==> config.mk <==
export PLATFORM = sky130hd
export DESIGN_NAME = vote_tally
export DESIGN_NICKNAME = d
export VERILOG_FILES = /design/src/rtl/vote_pkg.sv /design/src/rtl/vote_counter.sv /design/src/rtl/vote_tally.sv
export SDC_FILE = /design/constraint.sdc
export NUM_CORES = 1
export LEC_CHECK = 0
export CELL_PAD_IN_SITES_DETAIL_PLACEMENT = 0
export CELL_PAD_IN_SITES_GLOBAL_PLACEMENT = 1
export CORE_UTILIZATION = 49
export DETAILED_ROUTE_END_ITERATION = 10
export GPL_ROUTABILITY_DRIVEN = 0
export MAX_ROUTING_LAYER = met4
export PLACE_DENSITY_LB_ADDON = 0.05
export SETUP_SLACK_MARGIN = 0.4
export SLEW_MARGIN = 20
export SYNTH_ARGS = -nofsm -noshare
export SYNTH_HDL_FRONTEND = slang
export SYNTH_SLANG_ARGS = --single-unit
==> constraint.sdc <==
create_clock -name clk -period 5.99 [get_ports clk]
set_clock_uncertainty 0.15 [all_clocks]
set_input_delay 1.198 -clock clk [delete_from_list [all_inputs] [get_ports clk]]
set_output_delay 1.198 -clock clk [all_outputs]
set_load 0.02 [all_outputs]
==> src/rtl/vote_pkg.sv <==
// Shared definitions for the vote tally block: poll-state encoding and
// default sizing constants.
package vote_pkg;

  typedef enum logic [1:0] {
    POLL_IDLE   = 2'd0,
    POLL_OPEN   = 2'd1,
    POLL_CLOSED = 2'd2
  } poll_state_e;

  localparam int NUM_CAND_DEF = 4;
  localparam int COUNT_W_DEF  = 8;

endpackage

==> src/rtl/vote_counter.sv <==
// Per-candidate saturating tally counter; at_max blocks further increments
// so a full count never wraps.
module vote_counter
  import vote_pkg::*;
#(
  parameter int COUNT_W = COUNT_W_DEF
) (
  input  logic               clk,
  input  logic               reset,
  input  logic               inc,
  output logic [COUNT_W-1:0] count,
  output logic               at_max
);

  assign at_max = &count;

  always_ff @(posedge clk or negedge reset) begin
    if (!reset) begin
      count <= '0;
    end else if (inc && !at_max) begin
      count <= count + COUNT_W'(1);
    end
  end

endmodule

==> src/rtl/vote_tally.sv <==
// Poll controller: accepts one-hot votes while the poll is open, keeps per
// candidate and total tallies, tracks the leader and gates readback.
module vote_tally
  import vote_pkg::*;
#(
  parameter int NUM_CAND = NUM_CAND_DEF,
  parameter int COUNT_W  = COUNT_W_DEF,
  parameter int SEL_W    = $clog2(NUM_CAND),
  parameter int TOTAL_W  = COUNT_W + SEL_W
) (
  input  logic               clk,
  input  logic               reset,
  input  logic               mode,
  input  logic               open_poll,
  input  logic               close_poll,
  input  logic [NUM_CAND-1:0] vote_req,
  input  logic [SEL_W-1:0]   rd_sel,
  output logic [COUNT_W-1:0] rd_count,
  output logic [TOTAL_W-1:0] total_votes,
  output logic               vote_ack,
  output logic               vote_rej,
  output logic [SEL_W-1:0]   leader,
  output logic               leader_tie,
  output logic [1:0]         poll_state
);

  poll_state_e state, state_nxt;

  logic [COUNT_W-1:0]  cnt [NUM_CAND];
  logic [NUM_CAND-1:0] at_max_vec;
  logic [NUM_CAND-1:0] inc_vec;
  logic                vote_any;
  logic                vote_onehot;
  logic                tgt_max;
  logic                accept;
  logic                secret;
  logic [SEL_W-1:0]    tgt;
  logic [COUNT_W-1:0]  tgt_cnt;
  logic [COUNT_W-1:0]  tgt_cnt_new;
  logic [COUNT_W-1:0]  lead_cnt;
  logic [COUNT_W-1:0]  rd_mux;

  for (genvar g = 0; g < NUM_CAND; g++) begin : g_cnt
    vote_counter #(
      .COUNT_W(COUNT_W)
    ) u_cnt (
      .clk    (clk),
      .reset  (reset),
      .inc    (inc_vec[g]),
      .count  (cnt[g]),
      .at_max (at_max_vec[g])
    );
  end

  always_ff @(posedge clk or negedge reset) begin
    if (!reset) begin
      state <= POLL_IDLE;
    end else begin
      state <= state_nxt;
    end
  end

  always_comb begin
    state_nxt = state;
    case (state)
      POLL_IDLE:   if (open_poll)  state_nxt = POLL_OPEN;
      POLL_OPEN:   if (close_poll) state_nxt = POLL_CLOSED;
      POLL_CLOSED: state_nxt = POLL_CLOSED;
      default:     state_nxt = POLL_IDLE;
    endcase
  end

  // Index-driven muxes: vote target, current leader's count and readback.
  always_comb begin
    tgt      = '0;
    tgt_cnt  = '0;
    lead_cnt = '0;
    rd_mux   = '0;
    for (int i = 0; i < NUM_CAND; i++) begin
      if (vote_req[i]) begin
        tgt     = SEL_W'(i);
        tgt_cnt = cnt[i];
      end
      if (leader == SEL_W'(i)) lead_cnt = cnt[i];
      if (rd_sel == SEL_W'(i)) rd_mux = cnt[i];
    end
  end

  assign vote_any    = |vote_req;
  assign vote_onehot = vote_any && ((vote_req & (vote_req - NUM_CAND'(1))) == '0);
  assign tgt_max     = |(vote_req & at_max_vec);
  // State is sampled before the edge: a vote alongside open_poll sees IDLE,
  // a vote alongside close_poll still sees OPEN.
  assign accept      = (state == POLL_OPEN) && !mode && vote_onehot && !tgt_max;
  assign inc_vec     = accept ? vote_req : '0;
  assign tgt_cnt_new = tgt_cnt + COUNT_W'(1);
  assign secret      = (state == POLL_OPEN) && !mode;
  assign poll_state  = state;

  // Registered outputs, one cycle behind the sampled request.
  always_ff @(posedge clk or negedge reset) begin
    if (!reset) begin
      total_votes <= '0;
      vote_ack    <= 1'b0;
      vote_rej    <= 1'b0;
      leader      <= '0;
      leader_tie  <= 1'b1;
      rd_count    <= '0;
    end else begin
      vote_ack <= accept;
      vote_rej <= vote_any && !accept;
      rd_count <= secret ? '0 : rd_mux;
      if (accept) begin
        total_votes <= total_votes + TOTAL_W'(1);
        if (tgt_cnt_new > lead_cnt) begin
          leader     <= tgt;
          leader_tie <= 1'b0;
        end else if ((tgt_cnt_new == lead_cnt) && (tgt != leader)) begin
          leader_tie <= 1'b1;
        end
      end
    end
  end

endmodule

== After elaboration in Yosys (flattened, before gate mapping) ==
Index checks and enable logic that the tools add are counted.
Widths: inputs -> output; s select.

* Flip-flop bits (word level): 57
* Output and inout bits: 25
* Word-level logic and storage cells: 86

* $add $sub $neg: 7
* Order comparisons: 1
* Equality and inequality tests: 12
* Multiplexer cells: 22
* Bitwise logic cells: 2
* Reduce and logical (&&, ||, !) cells: 31

{| class="wikitable"
|+ Operator list
! kind !! count
|-
| $mux 8 || 13
|-
| $add 8x1->8 const B || 5
|-
| $reduce_and 8->1 || 4
|-
| $add 10x1->10 const B || 1
|-
| $eq 2x2->1 const B || 5
|-
| $logic_and 1x1->1 || 10
|-
| $and 4x4->4 || 2
|-
| $eq 8x8->1 || 1
|-
| $gt 8x8->1 || 1
|-
| $mux 2 || 4
|-
| $reduce_or 4->1 || 2
|-
| $logic_not 1->1 || 7
|-
| $eq 2x1->1 const B || 3
|-
| $logic_not 2->1 || 3
|-
| $pmux 2 s3 || 1
|-
| $reduce_and 2->1 || 3
|-
| $logic_not 4->1 || 1
|-
| $mux 4 || 1
|-
| $ne 2x2->1 const B || 2
|-
| $sub 4x1->4 const B || 1
|-
| $mux 1 || 3
|-
| $ne 2x2->1 || 1
|-
| $reduce_bool 2->1 || 1
|}

== Logic depth before layout (Yosys ltp) ==
Gate-level depths: netlist of run 1.

* Depth after elaboration: 9
* Gate-level depth with buffers: 14
* Mapped depth without buffers: 12

== Cells and area by module ==
A second synthesis of run 1 with hierarchy kept.

* Cell total of the unflattened synthesis: 360
* Area total of the unflattened synthesis: 3723.6 um^2

{| class="wikitable"
|+ By module, submodules not included
! module !! times used !! cells an instance !! area an instance (um^2)
|-
| vote_tally || 1 || 216 || 2132.0
|-
| vote_counter || 4 || 36 || 397.9
|}

== Least setup slack after synthesis of run 1 ==
OpenSTA, ideal clock, no wires.

* Path type: input-to-reg
* Start: input vote_req[2]
* End: register leader[1]
* Library setup time: 0.125 ns
* Arrival: 3.537 ns
* Slack: 2.179 ns
* Stages: 13
* Path buffers: 1
* Cell sequence: buf_2 -> nor2b_1 -> o21ai_0 -> o21ai_0 -> nor4_1 -> nand3_1 -> xnor2_1 -> ha_1 -> nand4_1 -> a21oi_1 -> nor3_1 -> nor3_2 -> mux2_2

* Cells in the longest elaborated chain, start to end: 7
* Elaborated cells on any way between the ends: 17

{| class="wikitable"
|+ RTL lines
! what !! line !! RTL
|-
| start, declared || vote_tally.sv:16 || <nowiki>input logic [NUM_CAND-1:0] vote_req,</nowiki>
|-
| parallel branches: the longest is 7 deep, another holds $add 8x1->8 || n/a ||
|-
| end signal, assigned || vote_tally.sv:116 || <nowiki>leader <= tgt;</nowiki>
|-
| end, declared || vote_tally.sv:22 || <nowiki>output logic [SEL_W-1:0] leader,</nowiki>
|}

Several ways; the timed one is not identified.
A chain may end at the register's enable or synchronous reset.

== Final worst setup path of run 1 ==
Ends and elaborated chain as after synthesis.

==> results of run 1 <==
-- placed cells by master, fill, tap and decap left out, types with 2 or more instances in the layout --
cell type / instances
and3_1: 7
and4_4: 2
inv_1: 15
mux4_1: 2
nor3_2: 2
nor2_1: 13
nand4_1: 22
clkinv_2: 2
mux4_2: 14
bufinv_16: 2
dfrtp_1: 56
ha_1: 16
xnor2_1: 30
clkdlybuf4s50_1: 34
nor3_1: 5
o21ai_0: 16
nand3_1: 11
buf_4: 3
o2111ai_1: 2
nor2b_1: 14
nor4_1: 2
a21oi_1: 11
clkbuf_8: 10
xor2_1: 15
nor4_4: 3
and2_1: 2
a31oi_1: 4
a211oi_1: 2
nand2_1: 39
and2b_1: 4
mux2_2: 3
-- Yosys cell counts (4+ instances only) --
master	number	area, sq um
and3_1	7	43.8
a31oi_1	4	25.0
nor2_1	13	48.8
o21ai_0	16	80.1
inv_1	15	56.3
dfrtp_1	56	1400
xor2_1	15	131
ha_1	16	200
a21oi_1	11	55.1
nor2b_1	14	87.6
nand4_1	22	138
clkbuf_1	5	18.8
nand2_1	39	146
nor3_1	5	25.0
buf_2	8	40.0
and2b_1	4	30.0
mux4_2	14	315
nand3_1	11	55.1
xnor2_1	30	263
-- power by group --
group	switching, mW	internal (mW)
Combinational	0.180	0.196
Clock	0.159	0.245
Sequential	0.0995	0.441
Total	0.439	0.881
-- logic make-up after synthesis --
group	count (synthesis)	share of synthesized area
and+or+nand+nor	132	0.209
DFF	57	0.395
xor gates and xnor gates	45	0.109
AOI/OAI and AO/OA	42	0.0723
buffers and inverters	33	0.0412
adders and majority gates	16	0.0554
muxes	21	0.118
-- routing by layer --
layer	vias to the layer above	global-route usage	part of all wire
met2	99	0.390	0.47
met1	1337	0.333	0.46
met4	0	0.110	0.018
met5	-	-	0
met3	14	0.0471	0.052
li1	1303	-	-
-- flip-flops by register name, summed over array words and instances (netlist names) --
signal	flops
vote_ack	1
leader	2
leader_tie	1
vote_rej	1
g_cnt.u_cnt.count	32
total_votes	10
poll_state	2
rd_count	8
-- per-stage QoR --
stage                     area, sq um  cells  utilization  power [mW]
after global placement           4020    463        0.578       0.918
after detailed placement         4020    463        0.578       0.921
after floorplan                  3620    346            -       0.772
after CTS                        4240    479        0.610        1.33
final                            4240    479        0.610        1.32
after global routing             4240    479        0.610        1.39
-- area by class of cell --
| cell class | instances | area [sq um] |
|---|---|---|
| flip-flops and latches | 57 | 1430 |
| multi-input cells | 256 | 2040 |
| inverters | 16 | 60.1 |
| clock buffers | 11 | 141 |
| repair buffers | 38 | 368 |
| well taps | 96 | 120 |
| fillers | 601 | 2710 |
| clock inverters | 5 | 78.8 |
-- final timing paths --
path                                         startpoint                       to  slack, ns
worst max-delay path                        vote_req[2]                leader[1]       1.32
min in group asynchronous                         reset  g_cnt[1].u_cnt.count[4]       0.84
worst min-delay path                     total_votes[9]           total_votes[9]       0.33
max in group asynchronous                         reset              rd_count[1]       4.37
worst max register to register  g_cnt[0].u_cnt.count[2]                leader[1]       2.64
worst min register to register           total_votes[9]           total_votes[9]       0.33
-- worst max-delay path, delay by kind of cell --
| kind | cells | cell delay [ns] |
|---|---|---|
| and+or+nand+nor | 6 | 1.29 |
| AOI/OAI and AO/OA | 3 | 0.63 |
| xor gates and xnor gates | 1 | 0.17 |
| buffers and inverters | 1 | 0.76 |
| adders and majority gates | 1 | 0.31 |
| muxes | 1 | 0.37 |
==> impl_results.md, run 1 <==
* Status: finished clean
* Post-CTS resize count at 0
* Die Wd at 87.9 microns
* Cts bufs inserted at 9
* Routed Antenna Nets at 0
* Most common cell on crit path: o21ai_0
* Yosys warns at 0
* Hold_ws at 0.330 ns
* Sink Count at 57
* Drt total wl at 8460 microns
* Cell Chain, Critical Path: clkdlybuf4s50_1 -> nor2b_1 -> o21ai_0 -> o21ai_0 -> nor4_1 -> nand3_1 -> xnor2_1 -> ha_1 -> nand4_1 -> a21oi_1 -> nor3_1 -> nor3_2 -> mux2_2
* Synth Flop Type: dfrtp_1
* Mapped Avg Cell Area at 10.5 sq um
* Vias post-DR at 2,753
* Dpl ws at 1.06 ns
* Setup Crit Path Kind: in -> reg
* IO Pins at 36
* Layout cell share with drive strength beyond 1 at 0.133
* CTS tree: built
* Syn_nets at 373
* Slew Limit Fails at 0
* Clk buf depth at 2
* Slowest stage delay, CP at 0.76 ns
* First-pass GRT wire length at 14,100 microns
* WP data required at 6.07 ns
* RSZ-0062 raised after global routing: false
* Post-synth EDFFs at 0
* DRC viols at 0
* Row count at 30
* Antenna violations before repair at 0
* Crit path max-delay cell type: clkdlybuf4s50_1
* Share of synthesized flip-flops with an asynchronous set or reset at 1.00
* Die height at 87.9 microns
* Hold WC Path Type: reg -> reg
* Cts hold-fix bufs at 0
* Root Buffer: clkbuf_8
* Max Freq at 0.214 GHz
* Final setup vio count at 0
* Clk pin slew, worst setup/hold paths at 0.07 ns
* Synth Cell Area at 0.00362 sq mm
* Initial drt markers at 184
* MaxCap Viol Count at 0
* Least-Margin Pin Slew at 0.711 ns
* Gate Count Post-Synth at 346
* Area Overhead vs Synth at 17.1%
* Wirelength per Cell at 17.7 microns
* Largest net degree at the start of global routing at 58
* Number of port buffers at 35
* Leak pwr at 1.80 nW
* Final WS setup at 1.32 ns
* Vias in the first global route at 2,760
* Post-CTS Setup Inserts at 0
* HPWL Detailed at 6070 microns
* Final #Nets at 405
* Critical path capture point type: register
* Reg2reg path depth at 12
* Starting density of the core at 0.521
* Post-synthesis sequential area ratio at 0.395
* Ant diodes at 0
* Core Region at 0.00694 sq mm
* Worst-skew pair later-pin latency at 0.35 ns
* Die Footprint at 0.00773 sq mm
* Seq cells post-synth at 57
* Total GRT Usage at 0.255
* Post-synthesis cell type count at 48
* Endpoints failing hold at 0
* Drt first pass iters at 5
* Slew margin rel. at 0.526
* Final period util at 0.780
* PD cells at 312 mW/mm^2
* CP Launch Type: input port
* Grt total ovfl at 0
* H-tree depth at 3
* DR vias/cell at 5.75
* WP data arrival at 4.75 ns
* Worst Path Max Fanout at 21
* VDD IR max at 0.000227 V
* Final min period at 4.67 ns
* Worst Hold Path Cells at 1
* Setup TNS at 0 ns
(Power assumes the default switching activity.)
==> run 2, diff against run 1 <==
--- a/config.mk
+++ b/config.mk
@@ -7,7 +7,7 @@
 export LEC_CHECK = 0
 export CELL_PAD_IN_SITES_DETAIL_PLACEMENT = 0
 export CELL_PAD_IN_SITES_GLOBAL_PLACEMENT = 1
-export CORE_UTILIZATION = 49
+export CORE_UTILIZATION = 41
 export DETAILED_ROUTE_END_ITERATION = 10
 export GPL_ROUTABILITY_DRIVEN = 0
 export MAX_ROUTING_LAYER = met4
==> constraint.sdc (replaced) <==
create_clock -name clk -period 3.9 [get_ports clk]
set_clock_uncertainty 0.15 [all_clocks]
set_input_delay 0.78 -clock clk [delete_from_list [all_inputs] [get_ports clk]]
set_output_delay 0.78 -clock clk [all_outputs]
set_load 0.02 [all_outputs]
==> impl_results.md, run 2 (synthesis gave the netlist of run 1 again) <==
* Most frequent cells in the layout: dfrtp_1 (56), nand2_1 (39), buf_4 (34) (was dfrtp_1 (56), nand2_1 (39), clkdlybuf4s50_1 (34))
* Vias post-DR at 2,873 (was 2,753)
* Die Footprint at 0.00920 sq mm (was 0.00773 sq mm)
* Final min period at 3.35 ns
* Total GRT Usage at 0.232 (was 0.255)
* Switch share at 0.360 (was 0.333)
* Drt total wl at 9250 microns (was 8460 microns)
* RSZ-0062 raised after global routing: false (unchanged)
* Vias in the first global route at 2,752 (was 2,760)
* Crit path max-delay cell type: clkdlybuf4s15_1 (was clkdlybuf4s50_1)
* DR vias/cell at 5.50 (was 5.75)
* Status: finished clean (unchanged)
* Starting density of the core at 0.431 (was 0.521)
* Routed Antenna Nets at 0 (unchanged)
* Number of flip-flops in the largest register at 32 (unchanged)
* Layout cell share with drive strength beyond 1 at 0.237 (was 0.133)
* Final setup vio count at 0 (unchanged)
* Clk pin slew, worst setup/hold paths at 0.07 ns (about the same)
* Slew Limit Fails at 0 (unchanged)
* Least-Margin Pin Slew at 0.718 ns (was 0.711 ns)
* Crit-path leading delay family: simple AND/OR/NAND/NOR gates (unchanged)
* Clock power frac at 0.258 (was 0.306)
* Leak pwr at 1.99 nW (was 1.80 nW)
* NetSw at 0.716 mW (was 0.439 mW)
* Max Freq at 0.299 GHz
* Critical path capture point type: register (unchanged)
* Final period util at 0.859
* WP data required at 3.98 ns (was 6.07 ns)
* Reg2reg setup slack at 0.94 ns (was 2.64 ns)
* Cell Chain, Critical Path: clkdlybuf4s15_1 -> inv_1 -> nor3_1 -> o41ai_2 -> buf_4 -> and2_4 -> nor2b_2 -> xnor2_1 -> ha_1 -> o211ai_1 -> a21oi_2 -> nor3_1 -> nor3_2 -> mux2_4 (was clkdlybuf4s50_1 -> nor2b_1 -> o21ai_0 -> o21ai_0 -> nor4_1 -> nand3_1 -> xnor2_1 -> ha_1 -> nand4_1 -> a21oi_1 -> nor3_1 -> nor3_2 -> mux2_2)
* Clk buf depth at 2 (unchanged)
* Antenna violations before repair at 0 (unchanged)
* Total power at 1.99 mW (was 1.32 mW)
* Final WS setup at 0.551 ns (was 1.32 ns)
* Final #Nets at 439 (was 405)
* Seq pwr share at 0.420 (was 0.409)
* FF-to-FF Start: g_cnt[2].u_cnt.count[4] (was g_cnt[0].u_cnt.count[2])
* Area Overhead vs Synth at 25.7% (was 17.1%)
* Fillers at 789 (was 601)
* Root Buffer: clkbuf_8 (unchanged)
* DRC viols at 0 (unchanged)
* Setup Crit Path Kind: in -> reg (unchanged)
* Row count at 33 (was 30)
* Hold_ws at 0.293 ns (was 0.330 ns)
* Reg2reg path depth at 12 (unchanged)
* H-tree depth at 3 (unchanged)
* Initial drt markers at 123 (was 184)
* Worst-skew pair later-pin latency at 0.34 ns (was 0.35 ns)
* Dpl ws at -0.190 ns (was 1.06 ns)
* CP startpoint: vote_req[1] (was vote_req[2])
* Fin cells at 522 (was 479)
* Critical R2R Capture: leader[1] (unchanged)
* Combinational power share at 0.322 (was 0.285)
* Worst Path Max Fanout at 7 (was 21)
* Number of port buffers at 35 (unchanged)
* Hold WC Path Type: in -> async (was reg -> reg)
* IO Pins at 36 (unchanged)
* Commonest non-fill, non-tap cell in the layout: dfrtp_1 (unchanged)
* Core Region at 0.00838 sq mm (was 0.00694 sq mm)
* HPWL Detailed at 6680 microns (was 6070 microns)
* WP data arrival at 3.42 ns (was 4.75 ns)
* Endpoints failing hold at 0 (unchanged)
* Slowest stage delay, CP at 0.33 ns (was 0.76 ns)
* MaxCap Viol Count at 0 (unchanged)
* CP Launch Type: input port (unchanged)
* Most common cell on crit path: nor3_1 (was o21ai_0)
* Slew margin rel. at 0.521 (was 0.526)
* Drt first pass iters at 5 (unchanged)
* Die Wd at 95.9 microns (was 87.9 microns)
* Buf/Inv on CP at 3 (was 1)
* Largest net degree at the start of global routing at 48 (was 58)
* VDD IR max at 0.000204 V (was 0.000227 V)
* Grt total ovfl at 0 (unchanged)
* Sink Count at 57 (unchanged)
* Die height at 95.9 microns (was 87.9 microns)
* PD cells at 437 mW/mm^2 (was 312 mW/mm^2)
* First-pass GRT wire length at 15,100 microns (was 14,100 microns)
* Cts bufs inserted at 9 (unchanged)
* Reg with most FFs: g_cnt.u_cnt.count (unchanged)
* Regs by FF count: g_cnt.u_cnt.count: 32 flops, total_votes: 10 flops, rd_count: 8 flops (unchanged)
* DP Cell Count at 501 (was 463)
* Wirelength per Cell at 17.7 microns (about the same)
* P_int at 1.27 mW (was 0.881 mW)
* CTS tree: built (unchanged)
* Ant diodes at 0 (unchanged)
[run 2: cell types whose count changed in the layout (fill, tap and decap cells not counted), sizes merged]
cell and change:
buf +34, clkinvlp +2, inv +1, bufinv -2
dlymetal6s2s +2, clkdlybuf4s15 +1, clkdlybuf4s50 -4
[run 2: how the worst max path moves through the flow]
stage                           end  slack, ns  cells after the start
after floorplan           leader[1]       0.51                     13
after global placement    leader[1]      -0.10                     14
after detailed placement  leader[1]      -0.19                     13
after CTS                 leader[1]       0.41                     15
after global routing      leader[0]       0.31                     15
final                     leader[1]       0.55                     14
[run 2: cell type report]
| class | count | area, sq um | area share |
|---|---|---|---|
| clock buffer | 10 | 138 | 0.0303 |
| clock inverter | 6 | 42.5 | 0.00936 |
| inverter | 16 | 60.1 | 0.0132 |
| multi-input combinational | 256 | 2100 | 0.461 |
| sequential | 57 | 1430 | 0.314 |
| tap | 105 | 131 | 0.0289 |
| timing repair buffer | 72 | 649 | 0.143 |
[run 2: power groups by stage]
stage                     Combinational (mW)  Sequential, mW  Clock [mW]
after floorplan                        0.361           0.825           0
after global placement                 0.616           0.842           0
after detailed placement               0.615           0.843           0
after CTS                              0.637           0.833       0.529
after global routing                   0.711           0.850       0.553
final                                  0.640           0.834       0.512
[run 2: stage by stage]
stage          cell area, sq um  utilization  TNS (ns)
2_1_floorplan              3620            -         0
3_3_place_gp               4260        0.508    -0.143
3_5_place_dp               4260        0.508    -0.329
4_1_cts                    4490        0.536         0
5_1_grt                    4550        0.542         0
6_report                   4550        0.542         0
[run 2: what timing repair did]
action                     CTS  global route
cloned                       0             1
hold buffers                 0             0
setup endpoints to repair    3             3
setup buffers                1             3
pin swaps                    7             4
resized for setup           18            14
[run 2: per-layer routing]
layer,vias up,track usage,part of all wire
met5,-,-,0
met4,0,0.0771,0.015
met3,17,0.0316,0.034
met2,65,0.348,0.47
met1,1412,0.325,0.49
li1,1379,-,-
[run 2: worst register-to-register path, cell delays in order, from the launching register on]
cell and delay, ns:
dfrtp_1 0.52, nor2b_1 0.09, o21ai_1 0.16, o21ai_2 0.10, nor4_2 0.31, nand3_1 0.13, xnor2_1 0.15, ha_1 0.32
nand4_1 0.14, a21oi_2 0.15, nor3_1 0.06, nor3_2 0.26, mux2_4 0.32
